### config.mk
export PLATFORM = sky130hd
export DESIGN_NAME = mux_nto1_tdm_flat
export DESIGN_NICKNAME = d
export VERILOG_FILES = /design/src/rtl/mux_nto1_tdm_if.sv /design/src/rtl/mux_nto1_tdm.sv /design/src/flat_wrapper.sv
export SDC_FILE = /design/constraint.sdc
export NUM_CORES = 1
export LEC_CHECK = 0
export ABC_AREA = 1
export CORE_ASPECT_RATIO = 0.75
export CORE_MARGIN = 1.5
export CORE_UTILIZATION = 53
export DETAILED_ROUTE_END_ITERATION = 8
export PLACE_DENSITY = 0.84
export SETUP_SLACK_MARGIN = 0.4
export SKIP_CTS_REPAIR_TIMING = 1
export SYNTH_ARGS = -nofsm -noshare
export SYNTH_HDL_FRONTEND = slang
export SYNTH_SLANG_ARGS = --single-unit
### constraint.sdc
create_clock -name clk_4f -period 2.6 [get_ports clk_4f]
set_input_delay 0.78 -clock clk_4f [delete_from_list [all_inputs] [get_ports clk_4f]]
set_output_delay 0.78 -clock clk_4f [all_outputs]
set_load 0.005 [all_outputs]
### src/rtl/mux_nto1_tdm_if.sv
// rtl/mux_nto1_tdm_if.sv - lane-side inputs and serial-side outputs of the N:1 TDM mux
interface mux_nto1_tdm_if #(
    parameter int WIDTH = 8,
    parameter int LANES = 4
);
    localparam int LW = $clog2(LANES);

    logic                   sync_in;
    logic [LANES*WIDTH-1:0] data_in;
    logic [LANES-1:0]       valid_in;
    logic [WIDTH-1:0]       data_out;
    logic                   valid_out;
    logic [LW-1:0]          lane_out;
    logic                   frame_start;

    modport master (
        output sync_in, data_in, valid_in,
        input  data_out, valid_out, lane_out, frame_start
    );

    modport slave (
        input  sync_in, data_in, valid_in,
        output data_out, valid_out, lane_out, frame_start
    );
endinterface

### src/rtl/mux_nto1_tdm.sv
// rtl/mux_nto1_tdm.sv - N-lane to 1-lane time-division multiplexer with optional packing
module mux_nto1_tdm #(
    parameter int WIDTH = 8,
    parameter int LANES = 4,
    parameter int PACK  = 0,
    parameter int LW    = $clog2(LANES)
) (
    input logic           clk_4f,
    input logic           reset,
    mux_nto1_tdm_if.slave bus
);
    logic [LW-1:0]          cnt;
    logic [LANES*WIDTH-1:0] sh_data;
    logic [LANES-1:0]       sh_valid;
    logic [WIDTH-1:0]       data_q;
    logic                   valid_q;
    logic [LW-1:0]          lane_q;
    logic                   fs_q;

    logic                   cap;
    logic [WIDTH-1:0]       nxt_data;
    logic                   nxt_valid;
    logic [LW-1:0]          nxt_lane;
    logic [LW:0]            seen;
    logic                   found;

    assign cap = (cnt == LW'(LANES-1)) | bus.sync_in;

    // Slot selection from the shadow frame; packing walks set bits from lane 0 upward.
    always_comb begin
        nxt_data  = '0;
        nxt_valid = 1'b0;
        nxt_lane  = '0;
        seen      = '0;
        found     = 1'b0;
        if (PACK == 0) begin
            nxt_valid = sh_valid[cnt];
            nxt_lane  = cnt;
            if (sh_valid[cnt])
                nxt_data = sh_data[int'(cnt)*WIDTH +: WIDTH];
        end else begin
            for (int i = 0; i < LANES; i++) begin
                if (sh_valid[i] && !found) begin
                    if (seen == {1'b0, cnt}) begin
                        found    = 1'b1;
                        nxt_lane = LW'(i);
                        nxt_data = sh_data[i*WIDTH +: WIDTH];
                    end
                    seen = seen + 1'b1;
                end
            end
            nxt_valid = found;
        end
    end

    // Reset parks the counter on the last slot so the first edge captures a fresh frame.
    always_ff @(posedge clk_4f or posedge reset) begin
        if (reset) begin
            cnt      <= LW'(LANES-1);
            sh_data  <= '0;
            sh_valid <= '0;
            data_q   <= '0;
            valid_q  <= 1'b0;
            lane_q   <= '0;
            fs_q     <= 1'b0;
        end else begin
            if (cap) begin
                sh_data  <= bus.data_in;
                sh_valid <= bus.valid_in;
                cnt      <= '0;
            end else begin
                cnt <= cnt + 1'b1;
            end
            data_q  <= nxt_data;
            valid_q <= nxt_valid;
            lane_q  <= nxt_lane;
            fs_q    <= (cnt == '0);
        end
    end

    assign bus.data_out    = data_q;
    assign bus.valid_out   = valid_q;
    assign bus.lane_out    = lane_q;
    assign bus.frame_start = fs_q;
endmodule

### src/flat_wrapper.sv
// flat-port wrapper written by rule: the top's interface ports become plain ports
module mux_nto1_tdm_flat 
#(
    parameter int WIDTH = 8,
    parameter int LANES = 4,
    parameter int PACK  = 0,
    parameter int LW    = $clog2(LANES)
)
  (clk_4f, reset, bus_sync_in, bus_data_in, bus_valid_in, bus_data_out, bus_valid_out, bus_lane_out, bus_frame_start);
  mux_nto1_tdm_if #(.WIDTH(WIDTH), .LANES(LANES)) bus_i ();
  input logic clk_4f;
  input logic reset;
  input wire logic [$bits(bus_i.sync_in)-1:0] bus_sync_in;
  input wire logic [$bits(bus_i.data_in)-1:0] bus_data_in;
  input wire logic [$bits(bus_i.valid_in)-1:0] bus_valid_in;
  output wire logic [$bits(bus_i.data_out)-1:0] bus_data_out;
  output wire logic [$bits(bus_i.valid_out)-1:0] bus_valid_out;
  output wire logic [$bits(bus_i.lane_out)-1:0] bus_lane_out;
  output wire logic [$bits(bus_i.frame_start)-1:0] bus_frame_start;
  assign bus_i.sync_in = bus_sync_in;
  assign bus_i.data_in = bus_data_in;
  assign bus_i.valid_in = bus_valid_in;
  assign bus_data_out = bus_i.data_out;
  assign bus_valid_out = bus_i.valid_out;
  assign bus_lane_out = bus_i.lane_out;
  assign bus_frame_start = bus_i.frame_start;
  mux_nto1_tdm #(.WIDTH(WIDTH), .LANES(LANES), .PACK(PACK), .LW(LW)) u_core (.clk_4f(clk_4f), .reset(reset), .bus(bus_i));
endmodule
==> metrics.txt <==
Avg Inst Size Synth=8.52 sq um; worst hold start=u_core.sh_data[10]; row cnt=20; max incr delay on CP=0.49 ns; outcome=finished, final reports clean; Clock Tree Root=clkbuf_8; Total Routing Usage GR=20.9%; hpwl dp=2890 microns; H-Tree Depth=2; FF-to-FF Start=u_core.cnt[0]; Syn Nets=300; DP Cell Count=354; Slew headroom=66.9%; CTS max path bufs=2; Leak=1.44 nW; vias in the first global route=1615; post-synth top area share=54.4%; Post-Syn Area=between 0.002 and 0.0025 sq mm; RSZ-0062 raised after global routing=no; die width=between 70 and 80 microns; clock buffer count from CTS=5; 1st-iter DRT viols=approximately 160; crit-path leading delay family=buffers and inverters; Slew Viols, Final=0; Slowest cell on crit path=clkdlybuf4s50_1; crit-path cells=clkdlybuf4s50_1; clock sink total=50; final hold vios=0; Tightest Hold Check Type=register to register; Worst EP arrival=around 1.1 ns; Core Region=0.00403 sq mm; worst path required time=1.82 ns; synth cell count leaders=nand2_1, dfrtp_1, inv_1; share of cells above drive strength 1=about 4.6%; Hold Crit Depth=2; placed cell area=around 0.0027 sq mm; NetSw=0.489 mW; top fanout value on the critical path=1; top-count cell post-synth=nand2_1; setup ws final=0.705 ns; Int Pwr=between 1 and 1.5 mW; drt drc=0; largest net degree at the start of global routing=75; ranking of synthesized cells by area=dfrtp_1, nand2_1, inv_1; Reg2Reg Depth=6; hold endpoint=u_core.sh_data[10]; Startpoint Class=register; total grt overflow=0; Seq cells post-synth=50; diode count=0; DRT Wirelength=4240 microns; max cap viols=0; CTS tree=done; io pins=51; drt pass-1 iters=4; Slew @ Worst Pin=around 0.50 ns; routability congestion estimate=0.822; Post-Layout Cell Count=around 360; Filler Cells Inserted=around 340; yosys warns=0; worst path bufs/invs=1; Setup WS pre-CTS=approximately 0.73 ns; Post-synth EDFFs=0; via count=1757; DIE HEIGHT=58.9 microns; net count reported at finish=approximately 350; Starting Density=between 50% and 60%; die area=0.00456 sq mm; first-pass GRT wire length=7190 microns; Primary FF master, synth=dfrtp_1; Netlist cell types=16; Clk pwr share=24.0%; design area=around 0.0028 sq mm; post-route ant nets=0; post-layout power=1.76 mW; TNS Setup=0 ns; clk_skew=0.00657 ns; part of the Yosys area used for sequential elements=between 50% and 60%; Port Buffers=50; final setup fails=0; Syn-to-layout area delta=25.6%; area leader, netlist=dfrtp_1; Seq. cell area=between 0.001 and 0.0015 sq mm; Crit Path Class=register to output port; PwrDens=636 mW/mm^2; fin crit share=72.9%; Max IR drop VDD=0.383 mV; initial antenna violation count=0; Worst R2R End=u_core.sh_data[4]; CP Capture Type=output port; Multi-input gate area=643 sq um; fmax=0.528 GHz; sequential power share=52.6%; Hold WS=0.527 ns; Comb power frac=23.4%; clock transition at the registers of the reported paths=0.08 ns; vias per cell=4.85; post-synthesis cell count=259; post-layout minimum cycle time=1.89 ns; Worst-Skew Late Latency=0.29 ns; switch share=27.7%; Async SR Flop Fraction=100%; WL/cell=11.7 microns; r2r setup slk=0.93 ns; Layout Utilization=between 60 and 70%
[area by class of cell]
class                      instances  area share, %
multi-input combinational        148           23.2
sequential                        50           45.2
clock buffer                       8           2.89
inverter                          49           6.72
tap                               55           2.48
timing repair buffer              52           19.5
[how the worst max path moves through the flow]
stage                           startpoint                endpoint  slack (ns)  cells after the start
finish              u_core.bus.lane_out[1]         bus_lane_out[1]        0.71                      1
global route        u_core.bus.data_out[4]         bus_data_out[4]        0.66                      1
CTS                 u_core.bus.lane_out[1]         bus_lane_out[1]        0.69                      1
detailed placement             bus_sync_in       u_core.sh_data[4]        0.73                      6
global placement               bus_sync_in       u_core.sh_data[4]        0.75                      6
floorplan                            reset  u_core.bus.data_out[0]        0.62                      1
[layer usage]
layer / vias to the layer above / global-route usage (%) / wire (microns)
met1: 811 / 29.6 / 1980
met4: 0 / 7.27 / 68
met2: 64 / 32.5 / 1900
met3: 10 / 4.65 / 297
li1: 872 / - / -
met5: - / 0 / 0
[power by group through the flow]
stage / clock, mW / sequential (mW) / combinational (mW)
floorplan: 0 / 0.930 / 0.251
global placement: 0 / 0.942 / 0.401
detailed placement: 0 / 0.945 / 0.409
CTS: 0.430 / 0.929 / 0.414
global route: 0.466 / 0.940 / 0.464
finish: 0.424 / 0.929 / 0.412
[layout by cell type, fill, tap and decap left out, drive strengths merged]
cell type      Yosys  layout
o21ai             36      36
nor2               3       3
dfrtp             48      48
clkdlybuf4s50      0      50
clkbuf             1       8
nand3             18      18
nand2             89      89
inv               49      49
dfstp              2       2
ha                 2       2
buf               11       2
[sequential cells by signal, indices dropped and copies added (netlist names)]
signal	cells
u_core.cnt	2
u_core.bus.lane_out	2
u_core.bus.valid_out	1
u_core.sh_data	32
u_core.sh_valid	4
u_core.bus.data_out	8
u_core.bus.frame_start	1
[cell families (layout without fill, tap and decap cells)]
group / count (synthesis) / count (layout) / share of synthesized area [%]
AOI/OAI and AO/OA: 36 / 36 / 8.16
and+or+nand+nor: 110 / 110 / 19.8
buffers and inverters: 61 / 109 / 14.1
adders and majority gates: 2 / 2 / 1.13
DFF: 50 / 50 / 56.8
Power figures use the tool's default switching activity.
